File: config.mk
export PLATFORM = sky130hd
export DESIGN_NAME = sata_dev_oob_ctrl
export DESIGN_NICKNAME = d
export VERILOG_FILES = /design/src/rtl/sata_dev_oob_ctrl.sv
export SDC_FILE = /design/constraint.sdc
export NUM_CORES = 1
export LEC_CHECK = 0
export ABC_AREA = 1
export CAP_MARGIN = 20
export CORE_ASPECT_RATIO = 1.2
export CORE_MARGIN = 2
export CORE_UTILIZATION = 40
export DETAILED_ROUTE_END_ITERATION = 6
export SYNTH_ARGS = -nofsm -noshare
export SYNTH_HDL_FRONTEND = slang
export SYNTH_SLANG_ARGS = --single-unit
File: constraint.sdc
create_clock -name cpll_refclk -period 2.2 [get_ports cpll_refclk]
set_clock_uncertainty 0.05 [all_clocks]
set_input_delay 0.55 -clock cpll_refclk [delete_from_list [all_inputs] [get_ports cpll_refclk]]
set_output_delay 0.55 -clock cpll_refclk [all_outputs]
set_load 0.005 [all_outputs]
File: src/rtl/sata_dev_oob_ctrl.sv
// sata_dev_oob_ctrl: device-side SATA OOB responder. It answers the host's
// COMRESET with COMINIT, waits for the host COMWAKE, answers with COMWAKE,
// then sends ALIGN until the receiver locks and reports PHY ready.
// Optional statistics counters are built when SATA_DEV_OOB_STATS_EN is defined.
module sata_dev_oob_ctrl #(
  parameter int COMINIT_DELAY_CYC     = 60,
  parameter int WAKE_TIMEOUT_CYC      = 600000,
  parameter int ALIGN_TIMEOUT_CYC     = 52800,
  parameter int COMFINISH_TIMEOUT_CYC = 4096,
  parameter int MAX_RETRY             = 3
) (
  input  logic        rstn,
  input  logic        cpll_refclk,
  input  logic        i_rx_comreset_det,
  input  logic        i_rx_comwake_det,
  input  logic        i_tx_comfinish,
  input  logic        i_rx_aligned,
  output logic        o_tx_cominit,
  output logic        o_tx_comwake,
  output logic        o_tx_elecidle,
  output logic        o_tx_align_en,
  output logic        o_phy_ready,
  output logic        o_oob_fail,
  output logic [2:0]  o_state,
  output logic [15:0] o_comreset_cnt,
  output logic [15:0] o_oob_fail_cnt
);

  typedef enum logic [2:0] {
    ST_IDLE     = 3'd0,
    ST_CRWAIT   = 3'd1,
    ST_SCOMINIT = 3'd2,
    ST_WWAKE    = 3'd3,
    ST_SCOMWAKE = 3'd4,
    ST_SALIGN   = 3'd5,
    ST_READY    = 3'd6,
    ST_FAIL     = 3'd7
  } state_t;

  // Timer values at which each wait ends (counter == limit-1).
  localparam logic [19:0] L_CI_LAST = 20'(COMINIT_DELAY_CYC - 1);
  localparam logic [19:0] L_WK_LAST = 20'(WAKE_TIMEOUT_CYC - 1);
  localparam logic [19:0] L_AL_LAST = 20'(ALIGN_TIMEOUT_CYC - 1);
  localparam logic [19:0] L_CF_LAST = 20'(COMFINISH_TIMEOUT_CYC - 1);
  localparam int          RW        = (MAX_RETRY < 1) ? 1 : $clog2(MAX_RETRY + 1);
  localparam logic [RW-1:0] L_MAX_RETRY = RW'(MAX_RETRY);

  state_t          r_state;
  state_t          w_next;
  logic [2:0]      r_cr_sync;
  logic [2:0]      r_cw_sync;
  logic [2:0]      r_cf_sync;
  logic [1:0]      r_al_sync;
  logic            w_cr_edge;
  logic            w_cw_edge;
  logic            w_cf_edge;
  logic            w_aligned;
  logic [19:0]     r_timer;
  logic            w_restart;
  logic            w_timer_clr;
  logic [RW-1:0]   r_retry;
  logic [RW-1:0]   w_retry_nx;
  logic [2:0]      r_algn_cnt;
  logic            r_tx_cominit;
  logic            r_tx_comwake;
  logic            r_tx_elecidle;
  logic            r_tx_align_en;
  logic            r_phy_ready;
  logic            r_oob_fail;

  // Two-flop synchronisers plus one delay flop for rising-edge detection.
  always_ff @(posedge cpll_refclk or negedge rstn) begin
    if (!rstn) begin
      r_cr_sync <= 3'b000;
      r_cw_sync <= 3'b000;
      r_cf_sync <= 3'b000;
      r_al_sync <= 2'b00;
    end else begin
      r_cr_sync <= {r_cr_sync[1:0], i_rx_comreset_det};
      r_cw_sync <= {r_cw_sync[1:0], i_rx_comwake_det};
      r_cf_sync <= {r_cf_sync[1:0], i_tx_comfinish};
      r_al_sync <= {r_al_sync[0], i_rx_aligned};
    end
  end

  assign w_cr_edge = r_cr_sync[1] & ~r_cr_sync[2];
  assign w_cw_edge = r_cw_sync[1] & ~r_cw_sync[2];
  assign w_cf_edge = r_cf_sync[1] & ~r_cf_sync[2];
  assign w_aligned = r_al_sync[1];

  // Next-state logic; a COMRESET edge outside CRWAIT overrides everything.
  always_comb begin
    w_next     = r_state;
    w_restart  = 1'b0;
    w_retry_nx = r_retry;
    if (w_cr_edge && (r_state != ST_CRWAIT)) begin
      w_next = ST_CRWAIT;
    end else begin
      case (r_state)
        ST_IDLE: begin
          w_next = ST_IDLE;
        end
        ST_CRWAIT: begin
          if (w_cr_edge) begin
            w_restart = 1'b1;
          end else if (r_timer == L_CI_LAST) begin
            w_next     = ST_SCOMINIT;
            w_retry_nx = {RW{1'b0}};
          end else begin
            w_next = ST_CRWAIT;
          end
        end
        ST_SCOMINIT: begin
          if (w_cf_edge) begin
            w_next = ST_WWAKE;
          end else if (r_timer == L_CF_LAST) begin
            w_next = ST_FAIL;
          end else begin
            w_next = ST_SCOMINIT;
          end
        end
        ST_WWAKE: begin
          if (w_cw_edge) begin
            w_next = ST_SCOMWAKE;
          end else if (r_timer == L_WK_LAST) begin
            if (r_retry < L_MAX_RETRY) begin
              w_retry_nx = r_retry + {{(RW-1){1'b0}}, 1'b1};
              w_next     = ST_SCOMINIT;
            end else begin
              w_next = ST_FAIL;
            end
          end else begin
            w_next = ST_WWAKE;
          end
        end
        ST_SCOMWAKE: begin
          if (w_cf_edge) begin
            w_next = ST_SALIGN;
          end else if (r_timer == L_CF_LAST) begin
            w_next = ST_FAIL;
          end else begin
            w_next = ST_SCOMWAKE;
          end
        end
        ST_SALIGN: begin
          if (w_aligned && (r_algn_cnt == 3'd7)) begin
            w_next = ST_READY;
          end else if (r_timer == L_AL_LAST) begin
            w_next = ST_FAIL;
          end else begin
            w_next = ST_SALIGN;
          end
        end
        ST_READY: begin
          if (!w_aligned) begin
            w_next = ST_SALIGN;
          end else begin
            w_next = ST_READY;
          end
        end
        ST_FAIL: begin
          w_next = ST_IDLE;
        end
        default: begin
          w_next = ST_IDLE;
        end
      endcase
    end
    w_timer_clr = w_restart | (w_next != r_state);
  end

  // State register, shared timer, retry and ALIGN-run counters.
  always_ff @(posedge cpll_refclk or negedge rstn) begin
    if (!rstn) begin
      r_state    <= ST_IDLE;
      r_timer    <= 20'd0;
      r_retry    <= {RW{1'b0}};
      r_algn_cnt <= 3'd0;
    end else begin
      r_state <= w_next;
      r_retry <= w_retry_nx;
      if (w_timer_clr) begin
        r_timer <= 20'd0;
      end else begin
        r_timer <= r_timer + 20'd1;
      end
      if ((r_state == ST_SALIGN) && (w_next == ST_SALIGN) && w_aligned) begin
        r_algn_cnt <= r_algn_cnt + 3'd1;
      end else begin
        r_algn_cnt <= 3'd0;
      end
    end
  end

  // Outputs decoded from the next state so they change together with r_state.
  always_ff @(posedge cpll_refclk or negedge rstn) begin
    if (!rstn) begin
      r_tx_cominit  <= 1'b0;
      r_tx_comwake  <= 1'b0;
      r_tx_elecidle <= 1'b1;
      r_tx_align_en <= 1'b0;
      r_phy_ready   <= 1'b0;
      r_oob_fail    <= 1'b0;
    end else begin
      r_tx_cominit  <= (w_next == ST_SCOMINIT);
      r_tx_comwake  <= (w_next == ST_SCOMWAKE);
      r_tx_elecidle <= !((w_next == ST_SALIGN) || (w_next == ST_READY));
      r_tx_align_en <= (w_next == ST_SALIGN) || (w_next == ST_READY);
      r_phy_ready   <= (w_next == ST_READY);
      r_oob_fail    <= (w_next == ST_FAIL);
    end
  end

  assign o_tx_cominit  = r_tx_cominit;
  assign o_tx_comwake  = r_tx_comwake;
  assign o_tx_elecidle = r_tx_elecidle;
  assign o_tx_align_en = r_tx_align_en;
  assign o_phy_ready   = r_phy_ready;
  assign o_oob_fail    = r_oob_fail;
  assign o_state       = r_state;

`ifdef SATA_DEV_OOB_STATS_EN
  logic [15:0] r_comreset_cnt;
  logic [15:0] r_oob_fail_cnt;

  // Saturating event counters, cleared only by rstn.
  always_ff @(posedge cpll_refclk or negedge rstn) begin
    if (!rstn) begin
      r_comreset_cnt <= 16'h0000;
      r_oob_fail_cnt <= 16'h0000;
    end else begin
      if (w_cr_edge && (r_comreset_cnt != 16'hFFFF)) begin
        r_comreset_cnt <= r_comreset_cnt + 16'h0001;
      end else begin
        r_comreset_cnt <= r_comreset_cnt;
      end
      if ((w_next == ST_FAIL) && (r_state != ST_FAIL) && (r_oob_fail_cnt != 16'hFFFF)) begin
        r_oob_fail_cnt <= r_oob_fail_cnt + 16'h0001;
      end else begin
        r_oob_fail_cnt <= r_oob_fail_cnt;
      end
    end
  end

  assign o_comreset_cnt = r_comreset_cnt;
  assign o_oob_fail_cnt = r_oob_fail_cnt;
`else
  assign o_comreset_cnt = 16'h0000;
  assign o_oob_fail_cnt = 16'h0000;
`endif

endmodule

==> metrics.yaml, run 1 <==
place_congestion: 0.836
vias: 1767
cts_sinks: 45
muxShareOfSynthArea: 0.00442
route.detailed.drc: 0
cp_slowest_stage_delay_ps: 500
synth_area_um2: 2550
fmax_mhz: 497
path_depth: 13
syn_avg_cell_area_um2: 8.60
initial_utilization: 0.418
synth_fa_ha_area_frac: 0.0197
diodes: 0
drv_cap: 0
cts.clk_slew.worst_paths_ps: 80
io_buffers: 14
synth_top_family_by_area: "simple AND/OR/NAND/NOR gates"
grt_pass1_vias: 1694
drv_slew: 0
hold_buffers: 0
cp-start-kind: "flip-flop"
synthXorXnorAreaFrac: 0.0516
viasPerCell: 4.41
critPathRequiredTime_ps: 2320
p_leak_nw: 1.38
period_needed_ps: 2010
drt-initial-drc-count: 127
rows: 31
chipHeight_um: 91.4
worstPathMaxFanout: 20
async_reset_ff_frac: 1.00
final-setup-viol-count: 0
crit_path_end_kind: "flip-flop"
hold_path.class: "input pin to async pin"
synthSimpleGateAreaFrac: 0.286
die_x_um: 76.8
synth.area.top_cells: "dfrtp_1 43%, buf_4 9.4%, nand2_1 6.6%, inv_1 5.5%, nor2_1 5.5%"
insertion_delay_ps: 290
postLayoutCellArea_um2: 2790
path_delay_family: "simple AND/OR/NAND/NOR gates"
final_nets: 328
yosysWarnings: 0
powerDensity_nw_per_um2: 885
wirelength_mm: 4.38
drtAntennaViolNets: 0
post-route-period-util: 0.914
io-pin-count: 47
relSlewSlack: 0.600
status: "completed"
cts_max_level: 2
placed_cell_area_um2: 2650
gr-usage-all-layers: 0.137
grt_max_degree: 29
rr_worst_depth: 13
crit_chain: "inv_1 > nand2_1 > nor2_1 > inv_1 > nand2_1 > nand2_1 > a21boi_1 > nand3_1 > nand2_1 > nand2_1 > nand2_2 > buf_12 > nor2_2"
antenna_found_initial: 0
synth_seq_cells: 45
synth.largest_area_cell: "dfrtp_1"
worst_path_most_repeated_cell: "nand2_1"
grt_pass1_wl_mm: 7.73
irDropWorstVdd_v: 0.000518
drive_gt1_frac: 0.191
fp.coreArea_um2: 6090
cts_max_path_buffers: 2
numCtsBuffers: 5
hold_viol_final: 0
cts_tree: "yes"
synth_enable_flop_cells: 0
synth_compound_gate_area_share: 0.0270
post-dp-hpwl_mm: 3.41
clk_root_buffer_cell: "clkbuf_8"
synthToLayoutAreaGrowth_pct: 9.39
die_area_um2: 7020
path_class: "flip-flop to flip-flop"
wl_per_cell_um: 10.9
drtPass1Iterations: 4
synth_top_flop_cell: "dfrtp_1"
critPathSlowestCell: "dfrtp_1"
grt_overflow: 0
crit_arrival_ps: 2130
setup_tns_ps: 0
worst_pin_slew_ps: 599
path_buf_inv: 3
synth_top_area_frac: 0.432
synthCells: 296
synth-seq-area-share: 0.443
rsz0062_at_grt: "no"
yosysUniqueCellTypes: 34
## power breakdown
| group | total [mW] | switching (mW) | internal (mW) |
|---|---|---|---|
| Combinational | 0.965 | 0.590 | 0.375 |
| Clock | 0.480 | 0.260 | 0.220 |
| Sequential | 1.02 | 0.0935 | 0.927 |
| Total | 2.47 | 0.943 | 1.52 |
## final cells by class
| type | instances | area [µm²] |
|---|---|---|
| Tap cell | 82 | 103 |
| Inverter | 38 | 143 |
| Fill cell | 613 | 3300 |
| Multi-Input combinational cell | 209 | 1140 |
| Clock buffer | 6 | 72.6 |
| Timing Repair Buffer | 19 | 185 |
| Sequential cell | 45 | 1130 |
| Clock inverter | 2 | 10.0 |
## synth_stat cells (2+ instances only)
cell	number
nand2_1	45
buf_4	32
xor2_1	11
nand2_2	7
nand3_1	15
buf_6	2
inv_1	37
a21oi_1	2
nand3_2	2
nor2_1	37
xnor2_1	4
nor2_2	21
dfrtp_1	44
nand4_1	10
o21ai_0	2
nor3_1	4
ha_1	4
## cells by family (layout without fill, tap and decap cells)
kind of cell,count (synthesis),in the layout
AND/OR/NAND/NOR,147,147
buffers and inverters,73,65
flip-flops,45,45
XOR/XNOR,15,15
AO/OA/AOI/OAI,10,10
adder cells (fa/ha/maj),4,4
other,1,32
multiplexers,1,1
## worst paths after layout
check | from | to | slack [ps]
max | o_state[1]$_DFF_PN0_ | r_timer[12]$_DFF_PN0_ | 190
min | rstn | r_cf_sync[1]$_DFF_PN0_ | 210
max reg2reg | o_state[1]$_DFF_PN0_ | r_timer[12]$_DFF_PN0_ | 190
min reg2reg | r_al_sync[0]$_DFF_PN0_ | r_al_sync[1]$_DFF_PN0_ | 300
max in group asynchronous | rstn | r_timer[6]$_DFF_PN0_ | 1270
min in group cpll_refclk | r_al_sync[0]$_DFF_PN0_ | r_al_sync[1]$_DFF_PN0_ | 300
## metrics by stage
stage                     power [mW]  std cells  hold WS (ps)  worst slack, ps  utilization
final                           2.47        401           213              190        0.457
after global routing            2.67        401           267             1.23        0.457
after CTS                       2.47        399           234             54.8        0.449
after detailed placement        1.98        391           288             66.3        0.436
after global placement          1.96        391           283              149        0.436
after floorplan                 1.78        327           204              397            -
## flip-flops by register name (all words and copies together), names as in the netlist
signal,cells
r_timer,20
o_state,3
r_algn_cnt,3
r_cf_sync,3
r_cr_sync,3
r_cw_sync,3
r_al_sync,2
r_retry,2
o_oob_fail,1
o_phy_ready,1
o_tx_align_en,1
o_tx_cominit,1
o_tx_comwake,1
o_tx_elecidle,1
## layer usage
layer | part of all wire | global-route usage | routed length, µm | vias up
li1 | - | - | - | 895
met1 | 0.42 | 0.163 | 1840 | 822
met2 | 0.53 | 0.243 | 2300 | 43
met3 | 0.040 | 0.0258 | 174 | 7
met4 | 0.014 | 0.0485 | 61 | 0
met5 | 0 | 0 | 0 | -
## cell usage in the layout (no fill, tap or decap), types with 2 or more instances in the layout
master            n
nor3_2            2
nand3_2           3
clkdlybuf4s50_1  13
nand4_1          10
o21ai_0           2
inv_1            36
ha_1              3
clkinv_2          2
xor2_1           11
inv_2             2
nand3_1          14
clkbuf_8          5
nand2_2           8
nor2_2           25
a21oi_1           2
nor2_1           33
buf_4             4
nor3_1            3
conb_1           32
dfrtp_1          44
xnor2_1           4
nand2_1          44
## timing repair
| item | CTS | global route |
|---|---|---|
| setup endpoints to repair | 0 | 23 |
| gates resized for setup | 0 | 10 |
| setup buffers | 0 | 2 |
Power figures use the tool's default switching activity.
==> run 2: changes to the inputs <==
--- a/config.mk
+++ b/config.mk
@@ -10,6 +10,7 @@
 export CORE_ASPECT_RATIO = 1.2
 export CORE_MARGIN = 2
 export CORE_UTILIZATION = 40
+export CTS_CLUSTER_DIAMETER = 40
 export DETAILED_ROUTE_END_ITERATION = 6
 export SYNTH_ARGS = -nofsm -noshare
 export SYNTH_HDL_FRONTEND = slang
==> constraint.sdc (replaced) <==
create_clock -name cpll_refclk -period 2 [get_ports cpll_refclk]
set_clock_uncertainty 0.05 [all_clocks]
set_input_delay 0.5 -clock cpll_refclk [delete_from_list [all_inputs] [get_ports cpll_refclk]]
set_output_delay 0.5 -clock cpll_refclk [all_outputs]
set_load 0.005 [all_outputs]
==> run 2 against run 1 <==
Effect of this change: die area stayed put; critical path depth shrank 1; core utilization rose by 5.6 points; critical path type unchanged; fmax rose by 2.1%; sequential cell count is the same; setup slack got worse by 160 ps; sequential power increased by 7%; hold slack worse by 170 ps; critical endpoint is now r_timer[10]$_DFF_PN0_; routed wire length grew 9.9%; global-route usage grew 0.49 points.
==> metrics.yaml, run 2 (synthesized netlist as in run 1, its figures left out) <==
multi_input_area_um2: 1240  # +8.7%
place_congestion: 0.917  # +9.7%
post-dp-hpwl_mm: 3.62  # +6.2%
insertion_delay_ps: 300  # about the same
grt_max_degree: 21  # -28%
cts_max_level: 2  # unchanged
met1_length_mm: 2.03  # +9.9%
crit_chain: "ha_4 > nand3_4 > nor3_4 > nand4_1 > nand3_2 > nand2_2 > nand2_2 > nand2_2 > nor2_4 > nand2_4 > clkbuf_16 > nor2_2"
crit_path_end_kind: "flip-flop"
post-route-period-util: 0.984  # +0.0707
chipHeight_um: 91.4  # unchanged
drv_cap: 0  # unchanged
cts_sinks: 45  # unchanged
rr_worst_depth: 12  # -1
powerDensity_nw_per_um2: 1160  # +31%
worstPathMaxFanout: 5  # -75%
initial_utilization: 0.418  # unchanged
pwr-share-clk: 0.229  # +0.034
timing.rr.start: "r_timer[1]$_DFF_PN0_"
wirelength_mm: 4.82  # +9.9%
diodes: 0  # unchanged
path_buf_inv: 1  # -2
p_sw_mw: 1.32  # +40%
path_class: "flip-flop to flip-flop"
cts.clk_slew.worst_paths_ps: 90  # about the same
drive_gt1_frac: 0.283  # +0.0920
r2r_end: "r_timer[10]$_DFF_PN0_"
drt-initial-drc-count: 83  # -35%
setup_slack_ps: 31.1  # -159 ps
dr_wl_met3_um: 187  # +7.5%
antenna_found_initial: 0  # unchanged
comb_power_share: 0.470  # +0.079
fmax_mhz: 508  # +2.1%
synthToLayoutAreaGrowth_pct: 22.9
regToRegSetupSlack_ps: 30  # -160 ps
final-setup-viol-count: 0  # unchanged
wl_per_cell_um: 11.4  # +4.7%
intPower_mw: 2.31  # +52%
swShare: 0.364  # -0.0188
grt_pass1_wl_mm: 7.92  # +2.4%
drtPass1Iterations: 4  # unchanged
clk_root_buffer_cell: "clkbuf_8"
crit_path_end: "r_timer[10]$_DFF_PN0_"
final_cell_mix: "41 x dfrtp_1, 38 x nand2_1, 35 x inv_1"
path_depth: 12  # -1
drv_slew: 0  # unchanged
numCtsBuffers: 5  # unchanged
drtAntennaViolNets: 0  # unchanged
hold_path.class: "input pin to async pin"
status: "completed"
cp-start-kind: "flip-flop"
grt_overflow: 0  # unchanged
post-place-cells: 405  # +3.6%
p_leak_nw: 1.53  # +11%
crit_arrival_ps: 2150  # +20 ps
io-pin-count: 47  # unchanged
cts_tree: "yes"
gr-usage-all-layers: 0.142  # +0.00486
grt_pass1_vias: 1746  # +3.1%
die_x_um: 76.8  # unchanged
nFillCells: 556  # -9.3%
top_register: "r_timer"
worst_path_most_repeated_cell: "nand2_2"
final_cell_count_no_fill: 421  # +5.0%
viasPerCell: 4.41  # +0.10%
startpoint: "r_timer[1]$_DFF_PN0_"
irDropWorstVdd_v: 0.000639  # +23%
die_area_um2: 7020  # unchanged
path_delay_family: "simple AND/OR/NAND/NOR gates"
hold_viol_final: 0  # unchanged
vias: 1857  # +5.1%
top_layer_used: "met4"
cts_max_path_buffers: 2  # unchanged
rsz0062_at_grt: "yes"
pwr-share-seq: 0.301  # -0.113
layout_commonest_cell: "dfrtp_1"
final_nets: 348  # +6.1%
final-seq-area_um2: 1130  # +0.33%
period_needed_ps: 1970  # -41.4 ps
route.detailed.drc: 0  # unchanged
rows: 31  # unchanged
fp.coreArea_um2: 6090  # unchanged
critPathSlowestCell: "dfrtp_1"
io_buffers: 14  # unchanged
cp_slowest_stage_delay_ps: 400  # -100 ps
pre_cts_slack_ps: -36.2  # -102 ps
largest_reg_flops: 20  # unchanged
critPathRequiredTime_ps: 2190  # -130 ps
wl_met2_mm: 2.45  # +6.6%
-- run 2: metrics by stage --
step | instance area (µm²) | hold WS [ps] | setup TNS, ps | power, mW | utilization
2_1_floorplan | 2660 | 154 | 0 | 1.95 | -
3_3_place_gp | 2770 | 283 | -228 | 2.39 | 0.455
3_5_place_dp | 2770 | 287 | -506 | 2.41 | 0.455
4_1_cts | 2920 | 47.1 | 0 | 3.26 | 0.479
5_1_grt | 3130 | 53.3 | -2270 | 3.85 | 0.514
6_report | 3130 | 38.3 | 0 | 3.63 | 0.514
-- run 2: how the worst min path moves through the flow --
stage | from | endpoint | slack [ps] | depth (start not counted)
6_report | rstn | r_timer[7]$_DFF_PN0_ | 40 | 1
5_1_grt | rstn | r_timer[2]$_DFF_PN0_ | 50 | 1
4_1_cts | rstn | r_timer[7]$_DFF_PN0_ | 50 | 1
3_5_place_dp | r_al_sync[0]$_DFF_PN0_ | r_al_sync[1]$_DFF_PN0_ | 290 | 0
3_3_place_gp | r_cw_sync[0]$_DFF_PN0_ | r_cw_sync[1]$_DFF_PN0_ | 280 | 0
2_1_floorplan | rstn | o_oob_fail$_DFF_PN0_ | 150 | 0
-- run 2: area by class of cell --
class / instances / share of cell area
inverters: 38 / 0.0456
multi-input cells: 209 / 0.398
clock inverters: 3 / 0.0220
repair buffers: 39 / 0.118
flip-flops and latches: 45 / 0.362
well taps: 82 / 0.0328
clock buffers: 5 / 0.0220
-- run 2: power by group through the flow --
stage / Sequential [mW] / Clock [mW] / Combinational [mW]
2_1_floorplan: 1.11 / 0 / 0.845
3_3_place_gp: 1.10 / 0 / 1.29
3_5_place_dp: 1.10 / 0 / 1.30
4_1_cts: 1.09 / 0.854 / 1.32
5_1_grt: 1.11 / 0.886 / 1.85
6_report: 1.09 / 0.832 / 1.70
-- run 2: what timing repair did --
item	in CTS	in global routing
pin swaps	0	13
buffers inserted	0	7
gates cloned	0	1
endpoints found under the setup margin	23	26
hold buffers	0	0
gates resized for setup	4	35
-- run 2: per-layer routing --
| metal | vias up | track usage |
|---|---|---|
| met1 | 857 | 0.166 |
| li1 | 934 | - |
| met3 | 12 | 0.0308 |
| met2 | 54 | 0.244 |
| met5 | - | 0 |
| met4 | 0 | 0.0682 |
